<file path="config.mk">
export PLATFORM = sky130hd
export DESIGN_NAME = add_sub_serial
export DESIGN_NICKNAME = d
export VERILOG_FILES = /design/src/rtl/add_sub_serial_pkg.sv /design/src/rtl/add_sub_serial_full_adder_cell.sv /design/src/rtl/add_sub_serial.sv
export SDC_FILE = /design/constraint.sdc
export NUM_CORES = 1
export LEC_CHECK = 0
export CAP_MARGIN = 0
export CORE_ASPECT_RATIO = 1.75
export CORE_UTILIZATION = 35
export DETAILED_ROUTE_END_ITERATION = 12
export GPL_TIMING_DRIVEN = 0
export REMOVE_ABC_BUFFERS = 1
export SLEW_MARGIN = 15
export SYNTH_ARGS = -nofsm -noshare
export SYNTH_HDL_FRONTEND = slang
export SYNTH_HIERARCHICAL = 1
export SYNTH_SLANG_ARGS = --single-unit
</file>
<file path="constraint.sdc">
create_clock -name clk -period 4.2 [get_ports clk]
set_clock_uncertainty 0.1 [all_clocks]
set_input_delay 0.63 -clock clk [delete_from_list [all_inputs] [get_ports clk]]
set_output_delay 0.63 -clock clk [all_outputs]
set_load 0.05 [all_outputs]
</file>
<file path="src/rtl/add_sub_serial_pkg.sv">
// Shared definitions for the bit-serial adder/subtractor: default width and FSM encoding.
package add_sub_serial_pkg;

    localparam int ADD_SUB_W = 4;

    typedef enum logic {
        ST_IDLE = 1'b0,
        ST_RUN  = 1'b1
    } state_t;

endpackage

</file>
<file path="src/rtl/add_sub_serial_full_adder_cell.sv">
// Single-bit full adder; the only arithmetic element of the serial datapath.
module full_adder_cell (
    input  logic x,
    input  logic y,
    input  logic ci,
    output logic s,
    output logic co
);

    assign s  = x ^ y ^ ci;
    assign co = (x & y) | (x & ci) | (y & ci);

endmodule

</file>
<file path="src/rtl/add_sub_serial.sv">
// Bit-serial add/subtract: operands latched on start, summed LSB-first over W cycles,
// result and flags presented in parallel with a one-cycle done pulse.
module add_sub_serial
    import add_sub_serial_pkg::*;
#(
    parameter int W  = ADD_SUB_W,
    parameter int CW = 3
) (
    input  logic         clk,
    input  logic         rst_n,
    input  logic         start,
    input  logic [W-1:0] a,
    input  logic [W-1:0] b,
    input  logic         sub,
    output logic         busy,
    output logic         done,
    output logic [W-1:0] res,
    output logic         carry,
    output logic         ovf
);

    state_t        state_q;
    logic [CW-1:0] cnt_q;
    logic [W-1:0]  opa_q;
    logic [W-1:0]  opb_q;
    logic [W-2:0]  acc_q;
    logic          cin_q;
    logic          busy_q;
    logic          done_q;
    logic [W-1:0]  res_q;
    logic          carry_q;
    logic          ovf_q;

    logic          fa_s;
    logic          fa_co;
    logic [W-1:0]  acc_d;
    logic          last_bit;

    full_adder_cell u_fa (
        .x  (opa_q[0]),
        .y  (opb_q[0]),
        .ci (cin_q),
        .s  (fa_s),
        .co (fa_co)
    );

    // On the last bit acc_d is the complete result; earlier its LSB is discarded.
    assign acc_d    = {fa_s, acc_q};
    assign last_bit = (cnt_q == CW'(W - 1));

    always_ff @(posedge clk or negedge rst_n) begin
        if (!rst_n) begin
            state_q <= ST_IDLE;
            cnt_q   <= '0;
            opa_q   <= '0;
            opb_q   <= '0;
            acc_q   <= '0;
            cin_q   <= 1'b0;
            busy_q  <= 1'b0;
            done_q  <= 1'b0;
            res_q   <= '0;
            carry_q <= 1'b0;
            ovf_q   <= 1'b0;
        end else begin
            done_q <= 1'b0;
            case (state_q)
                ST_IDLE: begin
                    if (start) begin
                        opa_q   <= a;
                        opb_q   <= b ^ {W{sub}};
                        cin_q   <= sub;
                        cnt_q   <= '0;
                        busy_q  <= 1'b1;
                        state_q <= ST_RUN;
                    end
                end
                ST_RUN: begin
                    acc_q <= acc_d[W-1:1];
                    opa_q <= opa_q >> 1;
                    opb_q <= opb_q >> 1;
                    cin_q <= fa_co;
                    cnt_q <= cnt_q + 1'b1;
                    if (last_bit) begin
                        // cin_q here is the carry into the MSB.
                        res_q   <= acc_d;
                        carry_q <= fa_co;
                        ovf_q   <= cin_q ^ fa_co;
                        done_q  <= 1'b1;
                        busy_q  <= 1'b0;
                        state_q <= ST_IDLE;
                    end
                end
                default: state_q <= ST_IDLE;
            endcase
        end
    end

    assign busy  = busy_q;
    assign done  = done_q;
    assign res   = res_q;
    assign carry = carry_q;
    assign ovf   = ovf_q;

endmodule

</file>
# --- Word level (Yosys, flattened, before mapping) ---
# Index checks and enable logic that the tools add are counted.
word_totals:
  romBits: 0
  output_inout_bits: 8
  mem_bits_rw: 0
  latch_bits: 0
  register_bits: 24
  memories: 0
  wordCells: 43
classes:
  n_reduce_logical: 2
  addsub: 1
  muxes: 16
  n_bitwise: 10
  magnitude_cmp: 0
  multipliers: 0
  n_eq_ne: 3
  n_shift: 0
  div: 0
ops:
  columns: ["cell", "n"]
  rows:
  - ["case mux 4 bit (2 select lines)", 2]
  - ["two-way mux 4 bit", 2]
  - ["two-way mux 1 bit", 7]
  - ["case mux 1 bit (2 select lines)", 3]
  - ["case mux 3 bit (2 select lines)", 1]
  - ["AND reduction 2 bit", 2]
  - ["bitwise XOR 4 bit", 1]
  - ["adder 3 x 1 -> 3 bit (second input constant)", 1]
  - ["bitwise AND 1 bit", 3]
  - ["equality test 3 x 2 -> 1 bit (second input constant)", 1]
  - ["two-way mux 3 bit", 1]
  - ["bitwise XOR 1 bit", 3]
  - ["inequality test 2 x 1 -> 1 bit (second input constant)", 1]
  - ["inequality test 2 bit (second input constant)", 1]
  - ["bitwise OR 1 bit", 2]
  - ["inverter 1 bit", 1]

# --- Longest topological paths before layout ---
depth:
  depth_word: 4
  mapped_depth: 4

# --- Hierarchy ---
# The synthesis kept the hierarchy.
by_module_without_submodules:
  columns: ["module", "cells_each", "seq_area_each_um2", "instances", "area_per_inst_um2"]
  rows:
  - ["add_sub_serial", 81, 600.6, 1, 1038.5]
  - ["full_adder_cell", 1, 0.0, 1, 20.0]

# --- Worst setup path before layout ---
# OpenSTA, ideal clock, no wires.
synth_timing:
  path_type: "register -> register"
  start: "register opb_q[0]"
  end: "register ovf_q (netlist: ovf)"
  setup_ns: 0.125
  path_stages_with_launch: 4
  n_path_buf: 0
  slack_ns: 2.727
  arrival_ns: 1.248
  synth_period_minus_slack_ns: 1.473
  path_cell_list: "dfrtp_1 -> fa_1 -> xor2_1 -> mux2_2"
synth_between:
  elab_chain_len: 4
  elab_cells_between_ends: 5
synth_rtl:
  columns: ["item", "line", "source"]
  rows:
  - ["from (decl)", "add_sub_serial.sv:25", "logic [W-1:0] opb_q;"]
  - ["from (signal assigned)", "add_sub_serial.sv:70", "opb_q <= b ^ {W{sub}};"]
  - ["from (signal assigned)", "add_sub_serial.sv:80", "opb_q <= opb_q >> 1;"]
  - ["bitwise AND 1 bit", "add_sub_serial_full_adder_cell.sv:11", "assign co = (x & y) | (x & ci) | (y & ci);"]
  - ["bitwise OR 1 bit", "add_sub_serial_full_adder_cell.sv:11", null]
  - ["bitwise OR 1 bit (*)", "add_sub_serial_full_adder_cell.sv:11", null]
  - ["via fa_co", "add_sub_serial.sv:35", "logic fa_co;"]
  - ["bitwise XOR 1 bit (*)", "add_sub_serial.sv:87", "ovf_q <= cin_q ^ fa_co;"]
  - ["to (signal assigned)", "add_sub_serial.sv:87", null]
  - ["to (decl)", "add_sub_serial.sv:32", "logic ovf_q;"]
# The timed path passes the listed nets; every way through them passes the cells marked *.
# A chain may end at the register's enable or synchronous reset.

# --- Worst setup path in the final report ---
layout_timing:
  start: "register busy_q (netlist: busy)"
  end: "output port busy"
layout_lines:
  columns: ["item", "line", "source"]
  rows:
  - ["from (decl)", "add_sub_serial.sv:28", "logic busy_q;"]
  - ["from (signal assigned)", "add_sub_serial.sv:59", "busy_q <= 1'b0;"]
  - ["from (signal assigned)", "add_sub_serial.sv:73", "busy_q <= 1'b1;"]
  - ["from (signal assigned)", "add_sub_serial.sv:89", "busy_q <= 1'b0;"]
  - ["to (decl)", "add_sub_serial.sv:15", "output logic busy,"]
# No word-level cell between the ends.

==> results by stage <==
Status:
- The flow ran to the end, but the final reports show violations.
- The checks that failed: DRC.

Clock tree:
- The clock reaches the later pin of the worst-skew pair after between 200 and 300 ps.
- The deepest clock path buffer count is 2.
- The number of gates resized after CTS was 0.
- The number of clock buffers added by TritonCTS is 3.
- TritonCTS built the clock tree.
- After clock tree synthesis, the clock-pin slew on the worst setup and hold paths is ~80 ps.
- The H-tree depth reported by CTS is 1.
- The number of setup buffers added after CTS is 0.
- Clock tree synthesis selected as its root buffer the cell clkbuf_8.
- The number of hold-repair buffers added at the cts stage is 0.
- The clock sink count is 24.

Setup path:
- For this run, the slowest stage of the critical path takes between 800 and 900 ps.
- The slowest cell on the critical path is clkdlybuf4s50_1.
- The maximum fanout count along the critical path is 3.
- Traced cell by cell, the critical path runs through clkdlybuf4s50_1.
- The startpoint identified for the worst register-to-register timing path is state_q.
- The cell family contributing the most delay on the critical path is buffers and inverters.
- The number of buffers and inverters on the critical path is 1.
- The type of origin of the critical path is a register.
- The depth of the worst register-to-register path is 2.
- In this run the critical register-to-register path is captured at opb_q[1].
- The critical path data required time is around 3500 ps.
- Data on the critical path arrives at its endpoint at ~1400 ps.
- The worst setup path is captured at an output pin.
- In this run the register-to-register setup slack is between 2000 and 2500 ps.
- The worst setup path is of the reg -> out kind.

Yosys:
- The register area share after synthesis is 0.567.
- By area the synthesized netlist is led by dfrtp_1, mux2_2, mux2i_1.
- Of the total synthesized cell area, the portion taken by full adders, half adders and majority gates is 0.0544.
- By area, the combinational part of the netlist is dominated by multiplexers.
- The area fraction in compound gates after synthesis was 0.0804.
- Of the post-synthesis cell area, the dominant cell type holds 0.567.
- The synthesized netlist occupies a cell area of approximately 1100 µm².
- The average cell area after synthesis is 12.9 µm².
- Of the post-synthesis cell area, the part taken by muxes is 0.152.
- For this run, the number of Yosys warnings is 6.
- Of the total synthesized cell area, the portion taken by XOR and XNOR cells is 0.0414.
- The post-synthesis share of cell area spent on and, or, nand and nor gates is 0.0697.
- In this run, synthesis produced a sequential element count of 24.
- The synthesized design spends more area on one cell type than any other, namely dfrtp_1.
- Synthesis produced 82 cells.
- The number of different library cells used by synthesis comes to 23.

Job:
- The tool flagged a number of max-cap violations equal to 0.

Floorplan:
- Pin placement for this block handled 20 I/O pins.
- The effective utilization at floorplan is 0.366.
- The die area is 3260 µm².
- Measured along the x axis, the die boundary spans between 40 and 50 µm.
- After floorplanning, the core was sized to cover about 2900 µm².
- In this run the core area contains 26 standard-cell rows.
- The vertical die dimension is roughly 75 µm.

Layout:
- The fraction of final layout cells sized beyond drive strength 1 is 0.149.
- The area occupied by multi-input gates is between 400 and 500 µm².
- The number of antenna diodes is 0.
- The relative area change from synthesis to final layout is 23.6%.
- In the final design database the tool counted 118 nets.
- The number of fill cells is 288.
- In the final layout, flip-flops and latches occupy roughly 600 µm².

Min path:
- The class of the tightest hold or removal check is in -> async.

Power and ir drop:
- Dividing total power by cell area gives a power density of ~700 nW/µm².
- Across the VDD grid, the largest voltage drop is 256 µV.
- The analysis attributes to cell leakage a power of a little over 0.6 nW.

GRT:
- The number of global-route vias before repair is between 600 and 700.
- The sum of overflow across all layers after global routing is 0.
- The total global-route track usage is 0.123.
- Entering global routing, the biggest net connects 26 pins.
- The initial antenna violation count came to 0.
- The first global-routing pass estimated 2.89 mm of wire.

STA:
- Setup repair after global routing left no endpoint under its margin.
- The clock period minus worst slack is between 2000 and 2500 ps.
- The slew at the pin with the worst max-slew slack is 763 ps.
- The final hold violation count is 0.
- The count of endpoints failing setup in the final report is 0.
- In the post-route analysis, the smallest setup slack over all paths is 2030 ps.
- The final total negative setup slack is 0 ps.
- The ratio of final minimum period to clock period is 0.516.
- The number of pins with negative max-slew slack in the final report is 0.
- Static timing analysis puts the maximum clock frequency at 461 MHz.
- The worst-case headroom to the max-slew limit is 0.491.

Placed design:
- The weighted congestion reported at the end of routability-driven placement is between 0.7 and 0.8.
- The count of buffers added on input and output ports is 19.
- The post-placement setup slack is between 1500 and 2000 ps.

Drt:
- The total number of vias is about 650.
- Once detail routing completed, the nets flagged for antenna violations numbered 0.
- The first detailed-routing pass ran for 7 iterations.
- For this run, design rule violations remaining after detail routing come to 3.
- The detailed-route vias per instance is 5.05.
- The wire length per cell is 13.4 µm.
- The final layout contains routed wiring with a total length of 1.73 mm.
- The number of violations reported at the end of detailed-routing iteration 0 is 13.
[synthesized netlist by cell type, drive strengths merged]
| library cell | instances |
|---|---|
| a211oi | 1 |
| ha | 3 |
| o22ai | 1 |
| nand2 | 5 |
| buf | 4 |
| a22o | 1 |
| nor2 | 4 |
| mux2i | 6 |
| nand2b | 2 |
| o31ai | 1 |
| o21ai | 4 |
| a21oi | 1 |
| and2 | 3 |
| xor2 | 4 |
| inv | 3 |
| nor2b | 1 |
| mux2 | 9 |
| a221o | 3 |
| dfrtp | 24 |
| xnor2 | 1 |
| fa | 1 |
[cells in the final DEF, fill, tap and decap left out, drive strengths merged, types with 2 or more instances in the layout]
cell	Yosys	routed
a221o	3	3
o21ai	4	4
clkdlybuf4s50	0	18
nand2b	2	2
nor2	4	4
inv	3	3
and2	3	3
dfrtp	24	24
xor2	4	4
ha	3	3
mux2	9	9
mux2i	6	6
clkbuf	0	4
nand2	5	5
[through the flow]
stage | util | hold slack (ps) | power, mW | area [µm²] | cells
3_3_place_gp | 0.435 | 364 | 0.761 | 1260 | 125
4_1_cts | 0.454 | 404 | 0.933 | 1310 | 129
5_1_grt | 0.452 | 277 | 0.982 | 1310 | 129
6_report | 0.452 | 236 | 0.919 | 1310 | 129
2_1_floorplan | - | 234 | 0.651 | 1030 | 78
3_5_place_dp | 0.435 | 384 | 0.779 | 1260 | 125
[layout make-up]
class	count	area share
flip-flops and latches	24	0.459
well taps	28	0.0268
clock buffers	4	0.0421
multi-input cells	51	0.322
inverters	3	0.00860
repair buffers	19	0.141
[power breakdown]
group / internal [mW] / leakage [nW] / switching, mW / total, mW
clock: 0.0836 / 0.0288 / 0.0695 / 0.153
combinational: 0.173 / 0.285 / 0.201 / 0.375
sequential: 0.321 / 0.308 / 0.0700 / 0.391
[registers in the layout, summed over array words and instances, names as in the netlist]
signal / flops
res: 4
opa_q: 4
done: 1
carry: 1
state_q: 1
cin_q: 1
opb_q: 4
busy: 1
acc_q: 3
cnt_q: 3
ovf: 1
[logic make-up after synthesis]
kind of cell | count (synthesis)
AO/OA/AOI/OAI | 12
XOR/XNOR | 5
adder cells (fa/ha/maj) | 4
buffers and inverters | 7
flip-flops | 24
multiplexers | 15
AND/OR/NAND/NOR | 15
[how the worst max path moves through the flow]
stage	slack [ps]	startpoint	to	depth (start not counted)
floorplan	2730	opb_q[0]	ovf	3
global placement	1910	start	opb_q[2]	3
detailed placement	1880	start	opb_q[1]	3
CTS	2020	busy	busy	1
global route	1990	busy	busy	1
finish	2030	busy	busy	1
[per-layer routing]
layer	global-route usage	routed length, µm
met3	0.0240	64
met4	0.0729	41
met2	0.191	839
met5	0	0
met1	0.159	782
[worst register-to-register path, cell delays in order (launching register included)]
cell and delay, ps:
dfrtp_1 840, nor2_1 260, a221o_1 400
No activity file was read; power rests on OpenSTA's default activity.
